[config.mk]
export PLATFORM = sky130hd
export DESIGN_NAME = player_motion_ctrl
export DESIGN_NICKNAME = d
export VERILOG_FILES = /design/src/rtl/game_pkg.sv /design/src/rtl/btn_sync.sv /design/src/rtl/player_motion_ctrl.sv
export SDC_FILE = /design/constraint.sdc
export NUM_CORES = 1
export LEC_CHECK = 0
export CAP_MARGIN = 30
export CORE_MARGIN = 1.5
export CORE_UTILIZATION = 57
export CTS_BUF_LIST = sky130_fd_sc_hd__clkbuf_8
export DETAILED_ROUTE_END_ITERATION = 12
export GPL_TIMING_DRIVEN = 0
export PLACE_DENSITY_LB_ADDON = 0.08
export SLEW_MARGIN = 20
export SYNTH_ARGS = -nofsm -noshare
export SYNTH_HDL_FRONTEND = slang
export SYNTH_SLANG_ARGS = --single-unit
[constraint.sdc]
create_clock -name clk -period 3.4 [get_ports clk]
set_clock_uncertainty 0.05 [all_clocks]
set_input_delay 1.02 -clock clk [delete_from_list [all_inputs] [get_ports clk]]
set_output_delay 1.02 -clock clk [all_outputs]
set_load 0.01 [all_outputs]
[src/rtl/game_pkg.sv]
// Shared scene geometry, player physics defaults and the vertical motion state type.
// Imported by the player motion controller and its helpers.
package game_pkg;

    localparam int SCREEN_W  = 640;
    localparam int GRASS_TOP = 384;
    localparam int PLAYER_W  = 32;
    localparam int PLAYER_H  = 32;

    localparam int DEF_RANGE_X  = SCREEN_W - PLAYER_W;
    localparam int DEF_RANGE_Y  = GRASS_TOP - PLAYER_H;
    localparam int DEF_SPEED_X  = 2;
    localparam int DEF_JUMP_V   = 12;
    localparam int DEF_GRAVITY  = 1;
    localparam int DEF_MAX_FALL = 16;

    typedef enum logic {
        GROUND = 1'b0,
        AIR    = 1'b1
    } motion_state_t;

endpackage

[src/rtl/btn_sync.sv]
// N-bit two-flop synchronizer for raw asynchronous button levels.
// Latency 2 cycles; no flow control, levels only.
module btn_sync #(
    parameter int N = 3
) (
    input  logic         clk,
    input  logic         rst_n,
    input  logic [N-1:0] async_in,
    output logic [N-1:0] sync_out
);

    logic [N-1:0] meta;

    always_ff @(posedge clk or negedge rst_n) begin
        if (!rst_n) begin
            meta     <= '0;
            sync_out <= '0;
        end else begin
            meta     <= async_in;
            sync_out <= meta;
        end
    end

endmodule

[src/rtl/player_motion_ctrl.sv]
// Per-frame player motion: button-driven horizontal steps plus a jump/gravity FSM.
// Outputs update one cycle after frame_end and hold for the rest of the frame; no backpressure.
module player_motion_ctrl
    import game_pkg::*;
#(
    parameter int RANGE_X  = DEF_RANGE_X,
    parameter int RANGE_Y  = DEF_RANGE_Y,
    parameter int SPEED_X  = DEF_SPEED_X,
    parameter int JUMP_V   = DEF_JUMP_V,
    parameter int GRAVITY  = DEF_GRAVITY,
    parameter int MAX_FALL = DEF_MAX_FALL
) (
    input  logic              clk,
    input  logic              rst_n,
    input  logic              frame_end,
    input  logic              btn_left,
    input  logic              btn_right,
    input  logic              btn_jump,
    output logic [9:0]        px,
    output logic [9:0]        py,
    output logic signed [7:0] vy,
    output logic              in_air,
    output logic              landed
);

    localparam logic signed [10:0] SPX      = 11'(SPEED_X);
    localparam logic signed [10:0] RX       = 11'(RANGE_X);
    localparam logic signed [11:0] RY       = 12'(RANGE_Y);
    localparam logic signed [7:0]  JV       = 8'(JUMP_V);
    localparam logic signed [8:0]  GRV      = 9'(GRAVITY);
    localparam logic signed [8:0]  NEG_FALL = 9'(-MAX_FALL);

    logic [2:0]         btn_s;
    logic               left_s, right_s, jump_s;
    logic               jump_armed;
    motion_state_t      state, state_nxt;
    logic [9:0]         px_nxt, py_nxt;
    logic signed [7:0]  vy_nxt;
    logic               landed_nxt;
    logic               launch;
    logic signed [10:0] px_dec, px_inc;
    logic signed [11:0] s;
    logic signed [8:0]  vy_dec;

    btn_sync #(.N(3)) u_btn_sync (
        .clk      (clk),
        .rst_n    (rst_n),
        .async_in ({btn_jump, btn_right, btn_left}),
        .sync_out (btn_s)
    );

    assign left_s  = btn_s[0];
    assign right_s = btn_s[1];
    assign jump_s  = btn_s[2];

    // Widened so a step below zero or past the edge saturates instead of wrapping.
    assign px_dec = $signed({1'b0, px}) - SPX;
    assign px_inc = $signed({1'b0, px}) + SPX;
    assign s      = $signed({2'b00, py}) + $signed({{4{vy[7]}}, vy});
    assign vy_dec = $signed({vy[7], vy}) - GRV;

    assign launch = frame_end && (state == GROUND) && jump_s && jump_armed;
    assign in_air = (state == AIR);

    // A launch needs the jump button to have been seen released since the last one.
    always_ff @(posedge clk or negedge rst_n) begin
        if (!rst_n) begin
            jump_armed <= 1'b0;
        end else if (!jump_s) begin
            jump_armed <= 1'b1;
        end else if (launch) begin
            jump_armed <= 1'b0;
        end
    end

    always_comb begin
        state_nxt  = state;
        px_nxt     = px;
        py_nxt     = py;
        vy_nxt     = vy;
        landed_nxt = 1'b0;
        if (frame_end) begin
            if (left_s && !right_s) begin
                px_nxt = (px_dec < 0) ? 10'd0 : px_dec[9:0];
            end else if (right_s && !left_s) begin
                px_nxt = (px_inc > RX) ? RX[9:0] : px_inc[9:0];
            end
            case (state)
                GROUND: begin
                    if (launch) begin
                        vy_nxt    = JV;
                        state_nxt = AIR;
                    end
                end
                AIR: begin
                    if (s <= 0) begin
                        py_nxt     = '0;
                        vy_nxt     = '0;
                        state_nxt  = GROUND;
                        landed_nxt = 1'b1;
                    end else if (s > RY) begin
                        py_nxt = RY[9:0];
                        vy_nxt = '0;
                    end else begin
                        py_nxt = s[9:0];
                        vy_nxt = (vy_dec < NEG_FALL) ? NEG_FALL[7:0] : vy_dec[7:0];
                    end
                end
                default: state_nxt = GROUND;
            endcase
        end
    end

    always_ff @(posedge clk or negedge rst_n) begin
        if (!rst_n) begin
            state  <= GROUND;
            px     <= '0;
            py     <= '0;
            vy     <= '0;
            landed <= 1'b0;
        end else begin
            state  <= state_nxt;
            px     <= px_nxt;
            py     <= py_nxt;
            vy     <= vy_nxt;
            landed <= landed_nxt;
        end
    end

endmodule
# --- Word-level counts from Yosys, hierarchy flattened ---
# Cells that the tools add are included.
word_totals:
  reg_bits: 37
  inputBits: 6
  output_inout_bits: 30
  wordCells: 50
op_classes:
  add_sub_neg: 4
  order_cmp: 5
  n_eq_ne: 2
  n_mux: 19
  n_bitwise: 1
  reduce_logical: 11
ops:
  columns: ["op", "n"]
  rows:
  - ["$mux 10", 6]
  - ["$mux 8", 4]
  - ["$pmux 8 s2", 1]
  - ["$add 11x8->12", 1]
  - ["$gt 12x10->1 const B", 1]
  - ["$le 12x1->1 const B", 1]
  - ["$add 10x2->11 const B", 1]
  - ["$gt 11x11->1 const B", 1]
  - ["$lt 11x1->1 const B", 1]
  - ["$sub 10x2->11 const B", 1]
  - ["$lt 9x5->1 const B", 1]
  - ["$sub 8x2->9 const B", 1]
  - ["$mux 1", 7]
  - ["$reduce_and 2->1", 3]
  - ["$logic_and 1x1->1", 5]
  - ["$ne 2x2->1 const B", 2]
  - ["$logic_not 1->1", 2]
  - ["$pmux 1 s2", 1]
  - ["$reduce_bool 2->1", 1]
  - ["$not 1->1", 1]

# --- Logic depth before layout (Yosys ltp) ---
logic_depth:
  ltp_word: 6
  ltp_mapped: 12

# --- Modules after synthesis ---
# Synthesis repeated with hierarchy kept, for this count alone.
unflattened:
  hier_cells: 331
  hier_area_um2: 2813.9
modules_own_cells:
  columns: ["module", "instances", "cells_per_inst", "area_each_um2", "seq_area_each_um2"]
  rows:
  - ["player_motion_ctrl", 1, 325, 2663.8, 750.7]
  - ["btn_sync", 1, 6, 150.1, 150.1]

# --- Least setup slack after synthesis ---
# Ideal clock, no wire load.
synth_timing:
  path_kind: "flip-flop to flip-flop"
  startpoint: "reg vy[0]"
  endpoint: "reg vy[1]"
  arrival_time_ns: 2.641
  required_time_ns: 3.246
  slack_ns: 0.606
  path_stages_with_launch: 12
  n_path_buf: 1
  synth_period_minus_slack_ns: 2.794
  path_cell_list: "dfrtp_1 > ha_1 > inv_1 > fa_1 > nor2b_1 > o21a_1 > o211a_1 > or4_1 > a32oi_2 > nand4b_4 > buf_6 > o41ai_2"
synth_via:
  elab_chain_cells: 6
synth_lines:
  columns: ["element", "line_no", "source"]
  rows:
  - ["start, declared", "player_motion_ctrl.sv:21", "output logic signed [7:0] vy,"]
  - ["start signal, assigned", "player_motion_ctrl.sv:125", "vy <= vy_nxt;"]
  - ["$sub 8x2->9", "player_motion_ctrl.sv:60", "assign vy_dec = $signed({vy[7], vy}) - GRV;"]
  - ["$lt 9x5->1", "player_motion_ctrl.sv:106", "vy_nxt = (vy_dec < NEG_FALL) ? NEG_FALL[7:0] : vy_dec[7:0];"]
  - ["$mux 8", "player_motion_ctrl.sv:106", null]
  - ["$mux 8", "player_motion_ctrl.sv:101", "end else if (s > RY) begin"]
  - ["$mux 8 *", "player_motion_ctrl.sv:96", "if (s <= 0) begin"]
  - ["$pmux 8 s2 *", "player_motion_ctrl.sv:88", "case (state)"]
# Mark *: on every way between the ends. The rest lies on a longest branch, timed or not.
# A chain may end at the register's enable or synchronous reset.

# --- Worst setup path after layout ---
layout_timing:
  startpoint: "reg vy[7]"
  endpoint: "reg py[1]"
layout_via:
  elab_chain_cells: 4
layout_lines:
  columns: ["element", "line_no", "source"]
  rows:
  - ["$add 11x8->12 *", "player_motion_ctrl.sv:59", "assign s = $signed({2'b00, py}) + $signed({{4{vy[7]}}, vy});"]
  - ["$gt 12x10->1", "player_motion_ctrl.sv:101", null]
  - ["$mux 10", "player_motion_ctrl.sv:101", null]
  - ["$mux 10 *", "player_motion_ctrl.sv:96", null]
  - ["end signal, assigned", "player_motion_ctrl.sv:124", "py <= py_nxt;"]
  - ["end, declared", "player_motion_ctrl.sv:20", "output logic [9:0] py,"]
# Marked as above.

==> results.ini <==
[final_layout]
nFillCells = 349
drive_above_1_share_pct = 6.09
layout.nets = 366
area_delta_synth_final_pct = 20.5
regArea_um2 = 901
antenna_cells = 0
multi_input_area_um2 = 1600
finish.instance_area_um2 = 3140

[route]
dr.pass1.iters = 5
drcViolationCount = 0
wl_per_cell_um = 15.6
viasPerCell = 6.19
initialDrtViolationCount = 242
ant_nets = 0
wirelength_mm = 6.18
via_count = 2458

[cts]
cts_setup_buffers = 0
cts.sinks = 36
cts_buffers = 5
htreeDepth = 2
ctsLongestPathBuffers = 2
ctsHoldBuffers = 0
cts_tree = yes
cts_resized = 0
clk_pin_slew_ns = 0.08
clk_latency_ns = 0.29
clockRootBuffer = clkbuf_8

[timing]
fin_ws_ns = 0.221
fmax_mhz = 315
min_period_ns = 3.18
setup_violations = 0
whs_ns = 0.302
relSlewSlack_pct = 56.7
rsz0062_at_grt = false
worst_slew_pin_slew_ns = 0.643
finalCritPeriodShare_pct = 93.5
hold_viol = 0
drv_slew = 0
tns_ns = 0

[logic_synthesis]
syn_inst = 302
synth.area.top_cells = dfrtp_1 35%, ha_1 7.2%, nand2_1 4.9%, a21oi_1 4.2%, nor2_1 3.6%
synth_most_common_cell = dfrtp_1
synth_area_leader_cell = dfrtp_1
netlist.area_leader.share_pct = 34.5
yosysSeqAreaShare_pct = 34.5
synth_cell_types = 57
yosysWarnings = 0
synth_area_um2 = 2610
synth-seq-cells = 36
synthTopCellsByCount = 36 x dfrtp_1, 34 x nand2_1, 25 x nor2_1, 22 x a21oi_1, 15 x ha_1
synth_nets = 324
synthFlopType = dfrtp_1
synth.avg_cell_area_um2 = 8.64
synth-edff-count = 0
synthArstFlopShare_pct = 100

[setup_path]
worstReg2RegEnd = py[1]
cp-start-kind = flip-flop
crit_path_end_kind = flip-flop
worst-setup-path-type = flip-flop to flip-flop
cp_data_required_time_ns = 3.52
crit_path_max_fanout = 10
reg2reg_from = vy[7]
ff2ff_path_depth = 9
crit_arrival_ns = 3.30
rrSetupSlack_ns = 0.22

[global_route]
grt_pass1_vias = 2277
grt_pass1_wl_mm = 10.6
grt_usage_pct = 25.8
antenna_found_initial = 0
grt-ovfl-total = 0
grt_max_degree = 34

[min_path]
worstHoldPathCells = 0
hp-start = u_btn_sync.meta[0]
hold_path_end = u_btn_sync.sync_out[0]
hold_class = flip-flop to flip-flop

[die]
dieArea_um2 = 4990
die_x_um = 70.7
coreArea_um2 = 4380
row_count = 24
dieHeight_um = 70.7
start_util_pct = 59.5
ios = 36

[run_status]
status = completed

[power]
p_leak_uw = 0.00136
power_density_nw_per_um2 = 942
ir_drop_mv = 0.606

[placement]
gp_congestion = 0.917
hpwl_mm = 4.49
dp_slack_ns = 0.334
dpl_cell_area_um2 = 3030
io_buffers = 34

[job]
drv_cap = 0

worst max-delay path by stage:
stage                     start     to  slack [ns]  depth (start not counted)
after floorplan           vy[0]  vy[1]        0.61                         11
after global placement    vy[7]  vy[2]        0.37                         10
after detailed placement  vy[0]  vy[7]        0.33                         12
after CTS                 vy[0]  vy[7]        0.28                         12
after global routing      vy[0]  vy[7]        0.07                         12
final                     vy[7]  py[1]        0.22                          9
per-stage QoR:
step / util, % / power (uW) / std cells
detailed placement: 69.1 / 2540 / 389
global route: 71.7 / 3190 / 397
floorplan: - / 1990 / 302
CTS: 71.7 / 2950 / 397
finish: 71.7 / 2960 / 397
global placement: 68.8 / 2500 / 388
per-layer routing:
layer / part of all wire (%) / vias up / track usage [%]
met5: 0 / - / 0
met4: 1.2 / 0 / 6.29
met3: 5.3 / 11 / 3.56
met2: 44 / 91 / 40.1
met1: 50 / 1159 / 38.6
li1: - / 1197 / -
critical path, stage by stage, from the launching register on:
cell	delay (ns)
dfrtp_1	0.47
ha_1	0.39
a21o_1	0.20
a21oi_1	0.19
o211ai_1	0.20
or4_1	0.57
a32oi_2	0.34
nand4b_4	0.18
buf_6	0.18
o31ai_1	0.29
where the power goes:
group          switching, uW  internal, uW  leakage [uW]
Combinational           1010           841      0.000861
Clock                    168           221     0.0000548
Sequential               157           564      0.000440
Total                   1340          1630       0.00136
registers in the layout, summed over array words and instances (netlist names):
name	count
u_btn_sync.sync_out	3
jump_armed	1
py	10
in_air	1
u_btn_sync.meta	3
px	9
landed	1
vy	8
final cells by class:
cell class / instances / area share [%]
well taps: 52 / 2.07
multi-input cells: 239 / 50.7
inverters: 12 / 1.43
flip-flops and latches: 36 / 28.7
repair buffers: 35 / 11.3
clock inverters: 3 / 1.47
clock buffers: 5 / 2.19
plain buffers: 15 / 2.15
cells by family after synthesis:
family	after synthesis	synth area share, %
other cells	1	0.144
buf+inv	27	4.32
mux	2	0.767
flops	36	34.5
compound gates	99	27.2
fa+ha+maj	16	7.96
xor+xnor	11	3.69
simple gates	110	21.4
placed cells by master, fill, tap and decap left out, drive strengths merged, types with 6 or more instances in the layout:
cell	Yosys	final
a21o	6	6
a21oi	22	22
a22o	6	6
and2	6	6
clkbuf	12	17
clkdlybuf4s50	0	33
dfrtp	36	36
ha	15	15
inv	12	13
nand2	34	34
nand3	7	7
nor2	25	25
nor3	8	8
o21a	8	8
o21ai	13	13
o31ai	8	8
xnor2	6	6
Power figures use the tool's default switching activity.
